[src/rtl/alu_ctrl_pkg.sv]
// Shared types for the ALU control sequencer: opcode map, FSM state codes and
// the bundle of ALU control lines driven by the sequencer.
package alu_ctrl_pkg;

  typedef enum logic [4:0] {
    OP_ADD  = 5'd0,
    OP_ADC  = 5'd1,
    OP_SUB  = 5'd2,
    OP_SBC  = 5'd3,
    OP_NEG  = 5'd4,
    OP_MOVB = 5'd5,
    OP_AND  = 5'd6,
    OP_OR   = 5'd7,
    OP_XOR  = 5'd8,
    OP_NOT  = 5'd9,
    OP_NAND = 5'd10,
    OP_NOR  = 5'd11,
    OP_LSL  = 5'd12,
    OP_LSR  = 5'd13,
    OP_ASR  = 5'd14,
    OP_LSRB = 5'd15,
    OP_ASRB = 5'd16,
    OP_LLI  = 5'd17,
    OP_CMP  = 5'd18
  } opcode_e;

  typedef logic [1:0] state_t;
  localparam state_t ST_IDLE    = 2'd0;
  localparam state_t ST_SETUP   = 2'd1;
  localparam state_t ST_EXEC    = 2'd2;
  localparam state_t ST_CAPTURE = 2'd3;

  // All 21 control lines of ALU_16Slice, one field per pin.
  typedef struct packed {
    logic cin;
    logic sub;
    logic zero_a;
    logic fa_out;
    logic l_and;
    logic l_or;
    logic l_xor;
    logic l_not;
    logic l_nand;
    logic l_nor;
    logic sign;
    logic sh_sign_in;
    logic sh1;
    logic sh2;
    logic sh4;
    logic sh8;
    logic sh_b;
    logic sh_l;
    logic sh_r;
    logic sh_out;
    logic lli;
  } ctrl_word_t;

endpackage

[src/rtl/alu_op_decode.sv]
// Combinational opcode decoder: turns an opcode, shift amount and the current
// carry flag into ALU control lines plus legality / enable / carry-update bits.
module alu_op_decode
  import alu_ctrl_pkg::*;
(
  input  logic [4:0]  opcode,
  input  logic [3:0]  sh_amt,
  input  logic        flag_c,
  output ctrl_word_t  ctrl,
  output logic        legal,
  output logic        use_enable,
  output logic        update_c
);

  always_comb begin
    // NOTE: every output gets a default before the case so no path can infer a latch.
    ctrl       = '0;
    legal      = 1'b1;
    use_enable = 1'b1;
    update_c   = 1'b0;

    case (opcode)
      OP_ADD:  begin ctrl.fa_out = 1'b1; update_c = 1'b1; end
      OP_ADC:  begin ctrl.fa_out = 1'b1; ctrl.cin = flag_c; update_c = 1'b1; end
      OP_SUB:  begin ctrl.fa_out = 1'b1; ctrl.sub = 1'b1; update_c = 1'b1; end
      OP_SBC:  begin ctrl.fa_out = 1'b1; ctrl.sub = 1'b1; ctrl.cin = ~flag_c; update_c = 1'b1; end
      OP_NEG:  begin ctrl.fa_out = 1'b1; ctrl.sub = 1'b1; ctrl.zero_a = 1'b1; update_c = 1'b1; end
      OP_MOVB: begin ctrl.fa_out = 1'b1; ctrl.zero_a = 1'b1; end
      OP_AND:  ctrl.l_and  = 1'b1;
      OP_OR:   ctrl.l_or   = 1'b1;
      OP_XOR:  ctrl.l_xor  = 1'b1;
      OP_NOT:  ctrl.l_not  = 1'b1;
      OP_NAND: ctrl.l_nand = 1'b1;
      OP_NOR:  ctrl.l_nor  = 1'b1;
      OP_LSL:  begin ctrl.sh_out = 1'b1; ctrl.sh_l = 1'b1; end
      OP_LSR:  begin ctrl.sh_out = 1'b1; ctrl.sh_r = 1'b1; end
      OP_ASR:  begin ctrl.sh_out = 1'b1; ctrl.sh_r = 1'b1; ctrl.sh_sign_in = 1'b1; end
      OP_LSRB: begin ctrl.sh_out = 1'b1; ctrl.sh_r = 1'b1; ctrl.sh_b = 1'b1; end
      OP_ASRB: begin
        ctrl.sh_out = 1'b1; ctrl.sh_r = 1'b1; ctrl.sh_b = 1'b1; ctrl.sh_sign_in = 1'b1;
      end
      OP_LLI:  ctrl.lli = 1'b1;
      // Compare runs the subtractor for flags only; the result never reaches the bus.
      OP_CMP:  begin ctrl.fa_out = 1'b1; ctrl.sub = 1'b1; update_c = 1'b1; use_enable = 1'b0; end
      default: begin legal = 1'b0; use_enable = 1'b0; end
    endcase

    if (ctrl.sh_out) {ctrl.sh8, ctrl.sh4, ctrl.sh2, ctrl.sh1} = sh_amt;
  end

endmodule

[src/rtl/alu_ctrl_seq.sv]
// Handshake-driven sequencer for ALU_16Slice: SETUP -> EXEC (settle) -> CAPTURE,
// registering the decoded controls and capturing Z/C/N flags at the end of CAPTURE.
module alu_ctrl_seq
  import alu_ctrl_pkg::*;
#(
  parameter int SETTLE_CYCLES = 1
) (
  input  logic       Clock,
  input  logic       Reset,
  input  logic       OpValid,
  output logic       OpReady,
  input  logic [4:0] OpCode,
  input  logic [3:0] ShAmt,
  input  logic       ALUOutMSB,
  input  logic       COutIn,
  input  logic       nZIn,
  output logic       CIn,
  output logic       SUB,
  output logic       ZeroA,
  output logic       FAOut,
  output logic       AND,
  output logic       OR,
  output logic       XOR,
  output logic       NOT,
  output logic       NAND,
  output logic       NOR,
  output logic       Sign,
  output logic       ShSignIn,
  output logic       Sh1,
  output logic       Sh2,
  output logic       Sh4,
  output logic       Sh8,
  output logic       ShB,
  output logic       ShL,
  output logic       ShR,
  output logic       ShOut,
  output logic       LLI,
  output logic       ALUEnable,
  output logic       ResultValid,
  output logic       Illegal,
  output logic       FlagZ,
  output logic       FlagC,
  output logic       FlagN
);

  localparam logic [1:0] CNT_LAST = 2'(SETTLE_CYCLES - 1);

  state_t     state;
  logic [1:0] cnt;
  ctrl_word_t ctrl_q, dec_ctrl;
  logic       dec_legal, dec_use_en, dec_upd_c;
  logic       legal_q, use_en_q, upd_c_q;
  logic       alu_en_q, res_valid_q, illegal_q;
  logic       flag_z_q, flag_c_q, flag_n_q;

  // Decoded at handshake time, so ADC/SBC see the carry left by the previous op.
  alu_op_decode u_decode (
    .opcode     (OpCode),
    .sh_amt     (ShAmt),
    .flag_c     (flag_c_q),
    .ctrl       (dec_ctrl),
    .legal      (dec_legal),
    .use_enable (dec_use_en),
    .update_c   (dec_upd_c)
  );

  // NOTE: sequential state uses non-blocking assignments only, so every register
  // samples the pre-edge values regardless of statement order.
  always_ff @(posedge Clock) begin
    if (Reset) begin
      state       <= ST_IDLE;
      cnt         <= '0;
      ctrl_q      <= '0;
      legal_q     <= 1'b0;
      use_en_q    <= 1'b0;
      upd_c_q     <= 1'b0;
      alu_en_q    <= 1'b0;
      res_valid_q <= 1'b0;
      illegal_q   <= 1'b0;
      flag_z_q    <= 1'b0;
      flag_c_q    <= 1'b0;
      flag_n_q    <= 1'b0;
    end else begin
      res_valid_q <= 1'b0;
      illegal_q   <= 1'b0;
      case (state)
        ST_IDLE: begin
          if (OpValid) begin
            ctrl_q   <= dec_ctrl;
            legal_q  <= dec_legal;
            use_en_q <= dec_use_en;
            upd_c_q  <= dec_upd_c;
            state    <= ST_SETUP;
          end
        end
        ST_SETUP: begin
          cnt      <= '0;
          alu_en_q <= use_en_q;
          state    <= ST_EXEC;
        end
        ST_EXEC: begin
          if (cnt == CNT_LAST) begin
            res_valid_q <= 1'b1;
            illegal_q   <= ~legal_q;
            state       <= ST_CAPTURE;
          end else begin
            cnt <= cnt + 2'd1;
          end
        end
        ST_CAPTURE: begin
          if (legal_q) begin
            flag_z_q <= ~nZIn;
            flag_n_q <= ALUOutMSB;
            if (upd_c_q) flag_c_q <= COutIn;
          end
          ctrl_q   <= '0;
          alu_en_q <= 1'b0;
          state    <= ST_IDLE;
        end
        default: state <= ST_IDLE;
      endcase
    end
  end

  assign OpReady     = (state == ST_IDLE);
  assign ALUEnable   = alu_en_q;
  assign ResultValid = res_valid_q;
  assign Illegal     = illegal_q;
  assign FlagZ       = flag_z_q;
  assign FlagC       = flag_c_q;
  assign FlagN       = flag_n_q;

  assign CIn      = ctrl_q.cin;
  assign SUB      = ctrl_q.sub;
  assign ZeroA    = ctrl_q.zero_a;
  assign FAOut    = ctrl_q.fa_out;
  assign AND      = ctrl_q.l_and;
  assign OR       = ctrl_q.l_or;
  assign XOR      = ctrl_q.l_xor;
  assign NOT      = ctrl_q.l_not;
  assign NAND     = ctrl_q.l_nand;
  assign NOR      = ctrl_q.l_nor;
  assign Sign     = ctrl_q.sign;
  assign ShSignIn = ctrl_q.sh_sign_in;
  assign Sh1      = ctrl_q.sh1;
  assign Sh2      = ctrl_q.sh2;
  assign Sh4      = ctrl_q.sh4;
  assign Sh8      = ctrl_q.sh8;
  assign ShB      = ctrl_q.sh_b;
  assign ShL      = ctrl_q.sh_l;
  assign ShR      = ctrl_q.sh_r;
  assign ShOut    = ctrl_q.sh_out;
  assign LLI      = ctrl_q.lli;

endmodule

[config.mk]
export PLATFORM = sky130hd
export DESIGN_NAME = alu_ctrl_seq
export DESIGN_NICKNAME = d
export VERILOG_FILES = /design/src/rtl/alu_ctrl_pkg.sv /design/src/rtl/alu_op_decode.sv /design/src/rtl/alu_ctrl_seq.sv
export SDC_FILE = /design/constraint.sdc
export NUM_CORES = 1
export LEC_CHECK = 0
export ABC_AREA = 1
export CELL_PAD_IN_SITES_DETAIL_PLACEMENT = 1
export CELL_PAD_IN_SITES_GLOBAL_PLACEMENT = 2
export CORE_UTILIZATION = 27
export DETAILED_ROUTE_END_ITERATION = 12
export HOLD_SLACK_MARGIN = 0.1
export PLACE_DENSITY_LB_ADDON = 0.15
export SETUP_SLACK_MARGIN = 0.4
export SYNTH_ARGS = -nofsm -noshare
export SYNTH_HDL_FRONTEND = slang
export SYNTH_SLANG_ARGS = --single-unit
[constraint.sdc]
create_clock -name Clock -period 3.46 [get_ports Clock]
set_input_delay 0.346 -clock Clock [delete_from_list [all_inputs] [get_ports Clock]]
set_output_delay 0.346 -clock Clock [all_outputs]
set_load 0.05 [all_outputs]
==> run summary <==
## STA
• **count of pins over their slew limit** 0
• **actual slew at the worst max-slew pin** 0.599 ns
• **setup total negative slack** 0 ns
• **setup repair after global routing missed its margin** no
• **highest achievable clock rate** 0.475 GHz
• **skew final** 0.00841 ns
• **shortest clock period the worst path allows after layout** 2.11 ns
• **final-report setup violation count** 0
• **Final period util** 0.609
• **Fin. Hold Viols** 0
• **worst slew slack as a fraction of its limit** 0.600

## Floorplanning
• **starting density of the core** 0.287
• **core box area** 5240 um2
• **Cell Rows** 26
• **die height** 76.6 um
• **width of the die** 76.6 um
• **count of pins on the block boundary** 43
• **die area** 5870 um2

## Drt
• **Final Routed Wirelength** 3930 um
• **DRC violation total after the first TritonRoute iteration** 51
• **detail-routed net length per standard cell** 12.1 um
• **detailed-routing iteration count for the pre-antenna-repair pass** 4
• **count of vias placed by the detailed router** 1427
• **Remaining DRCs** 0
• **average vias per placed instance** 4.40
• **Post-DRT Antenna Nets** 0

## Synthesis
• **main flop type after synthesis** sky130_fd_sc_hd__dfxtp_1
• **cells taking the most area after synthesis** sky130_fd_sc_hd__dfxtp_1 (44%), sky130_fd_sc_hd__nand2_1 (13%), sky130_fd_sc_hd__a21oi_1 (7.7%)
• **sequential element share of the synthesized area** 0.439
• **post-synthesis instance area** 1500 um2
• **share of synthesized flip-flops with an asynchronous set or reset** 0
• **number of enable flip-flop cells after synthesis** 0
• **Yosys top cell by area** sky130_fd_sc_hd__dfxtp_1
• **number of instances in the synthesized netlist** 210
• **library cell with the highest instance count after synthesis** sky130_fd_sc_hd__nand2_1
• **number of storage elements in the synthesis netlist** 33
• **Synth top cells by count** sky130_fd_sc_hd__nand2_1 (53), sky130_fd_sc_hd__dfxtp_1 (33), sky130_fd_sc_hd__nor2_1 (24), sky130_fd_sc_hd__a21oi_1 (23), sky130_fd_sc_hd__inv_1 (21)
• **Synth top area share** 0.439
• **nets in the synthesized netlist** 230
• **mean instance size in the synthesized netlist** 7.16 um2
• **number of warnings reported in the yosys synthesis log** 0
• **number of unique standard cell types used by synthesis** 29

## Global routing
• **global-route usage over all layers** 0.144
• **via count of the first global-routing pass** 1388
• **gr ovfl total** 0
• **maximum number of pins on one net before global-route repair** 21
• **antenna violations before repair** 0
• **wire length of the first global-routing pass** 6670 um

## Layout
• **filler instances** 659
• **area grow syn2layout** 39.5%
• **count of non-filler cells in the finished layout** 324
• **biggest registers after layout** cnt x2, state x2
• **layout cells sized above 1** 0.0787
• **total inserted antenna cells** 0
• **net count reported at finish** 273

## Clock tree
• **cell chosen for the clock root** sky130_fd_sc_hd__clkbuf_8
• **number of buffers inserted by hold repair at cts** 0
• **depth of the CTS H-tree** 2
• **number of buffers inserted by post-CTS setup repair** 0
• **Inserted Clock Buffers** 5
• **count of cells resized by post-cts repair** 0
• **CTS tree** done
• **clock slew at reported path FFs** 0.07 ns
• **clock net sink count** 33
• **worst-case clock buffer depth** 2
• **worst skew pair latency** 0.29 ns

## Placement
• **detailed placer's ending HPWL** 2960 um
• **RePlAce Congestion** 0.823
• **instance count after placement with tap cells included** 316
• **I/O Buffers** 41

## Setup path
• **CP Max Fanout** 4
• **Crit Path Category** reg -> out
• **type of destination of the critical path** output port
• **kind of start point of the critical path** flop
• **worst endpoint data arrival time** 1.76 ns
• **Req. time, crit path** 3.11 ns

## Status
• **status** finished, final reports clean

## Power
• **static leakage** 0.819 nW
• **power density cells** 591 nW/um2
• **highest ir drop seen on vdd** 0.000217 V

## Hold path
• **Hold Path Class** reg -> reg

## Job
• **max-capacitance violation count** 0

-- per-layer routing --
layer  global-route usage  wire length (um)  vias up
met2                0.201              1590       30
met3               0.0371               161        7
met5                    0                 0        -
li1                     -                 -      757
met4               0.0692                72        0
met1                0.204              2100      633
-- kinds of logic after synthesis --
logic type      synth area share
compound gates             0.158
fa+ha+maj                 0.0416
buf+inv                   0.0832
flops                      0.439
other cells              0.00249
simple gates               0.275
-- final timing paths --
kind	from	end	slack, ns	cells after the start
min reg2reg	CIn	CIn	0.46	2
min	CIn	CIn	0.46	2
max	state[0]	OpReady	1.35	3
max reg2reg	state[0]	ShL	1.75	8
-- layout by cell type (no fill, tap or decap), drive strengths merged --
cell type / netlist / layout
nor4: 2 / 2
inv: 25 / 25
buf: 2 / 1
a221oi: 1 / 1
nand2: 54 / 54
a31oi: 1 / 1
o21ai: 13 / 13
conb: 1 / 1
ha: 5 / 5
nor3: 1 / 1
clkdlybuf4s50: 0 / 41
dfxtp: 33 / 33
o21bai: 1 / 1
nand3: 11 / 11
nor2: 27 / 27
clkinv: 1 / 1
a211oi: 1 / 1
o21a: 1 / 1
bufinv: 0 / 1
nand4: 2 / 2
clkbuf: 4 / 7
a21oi: 24 / 24
-- critical path: stages, from the launching register on --
cell and delay (ns):
sky130_fd_sc_hd__dfxtp_1 0.33, sky130_fd_sc_hd__inv_1 0.10, sky130_fd_sc_hd__ha_1 0.22, sky130_fd_sc_hd__clkdlybuf4s50_1 0.82
-- through the flow --
step            util  hold slack, ns  worst slack (ns)  area, um2  total power [W]
6_report       0.401           0.464              1.35       2100          0.00124
4_1_cts        0.401           0.469              1.33       2100          0.00126
2_1_floorplan      -           0.423              1.76       1500         0.000743
3_3_place_gp   0.378           0.451              1.61       1980         0.000870
5_1_grt        0.401           0.491              1.26       2100          0.00131
3_5_place_dp   0.378           0.458              1.63       1980         0.000870
-- where the power goes --
group / internal (W) / total, W / leakage (nW) / switching (W)
Clock: 0.000235 / 0.000382 / 0.0585 / 0.000147
Sequential: 0.000423 / 0.000448 / 0.268 / 0.0000255
Combinational: 0.000128 / 0.000410 / 0.493 / 0.000282
-- layout make-up --
class                      count  area [um2]  area share
clock inverter                 1        30.0      0.0143
tap                           70        87.6      0.0417
inverter                      26        97.6      0.0465
clock buffer                   7        86.3      0.0411
timing repair buffer          42         418       0.199
multi-input combinational    145         718       0.342
sequential                    33         661       0.315
Note: power is estimated with default switching activity, not from simulation.
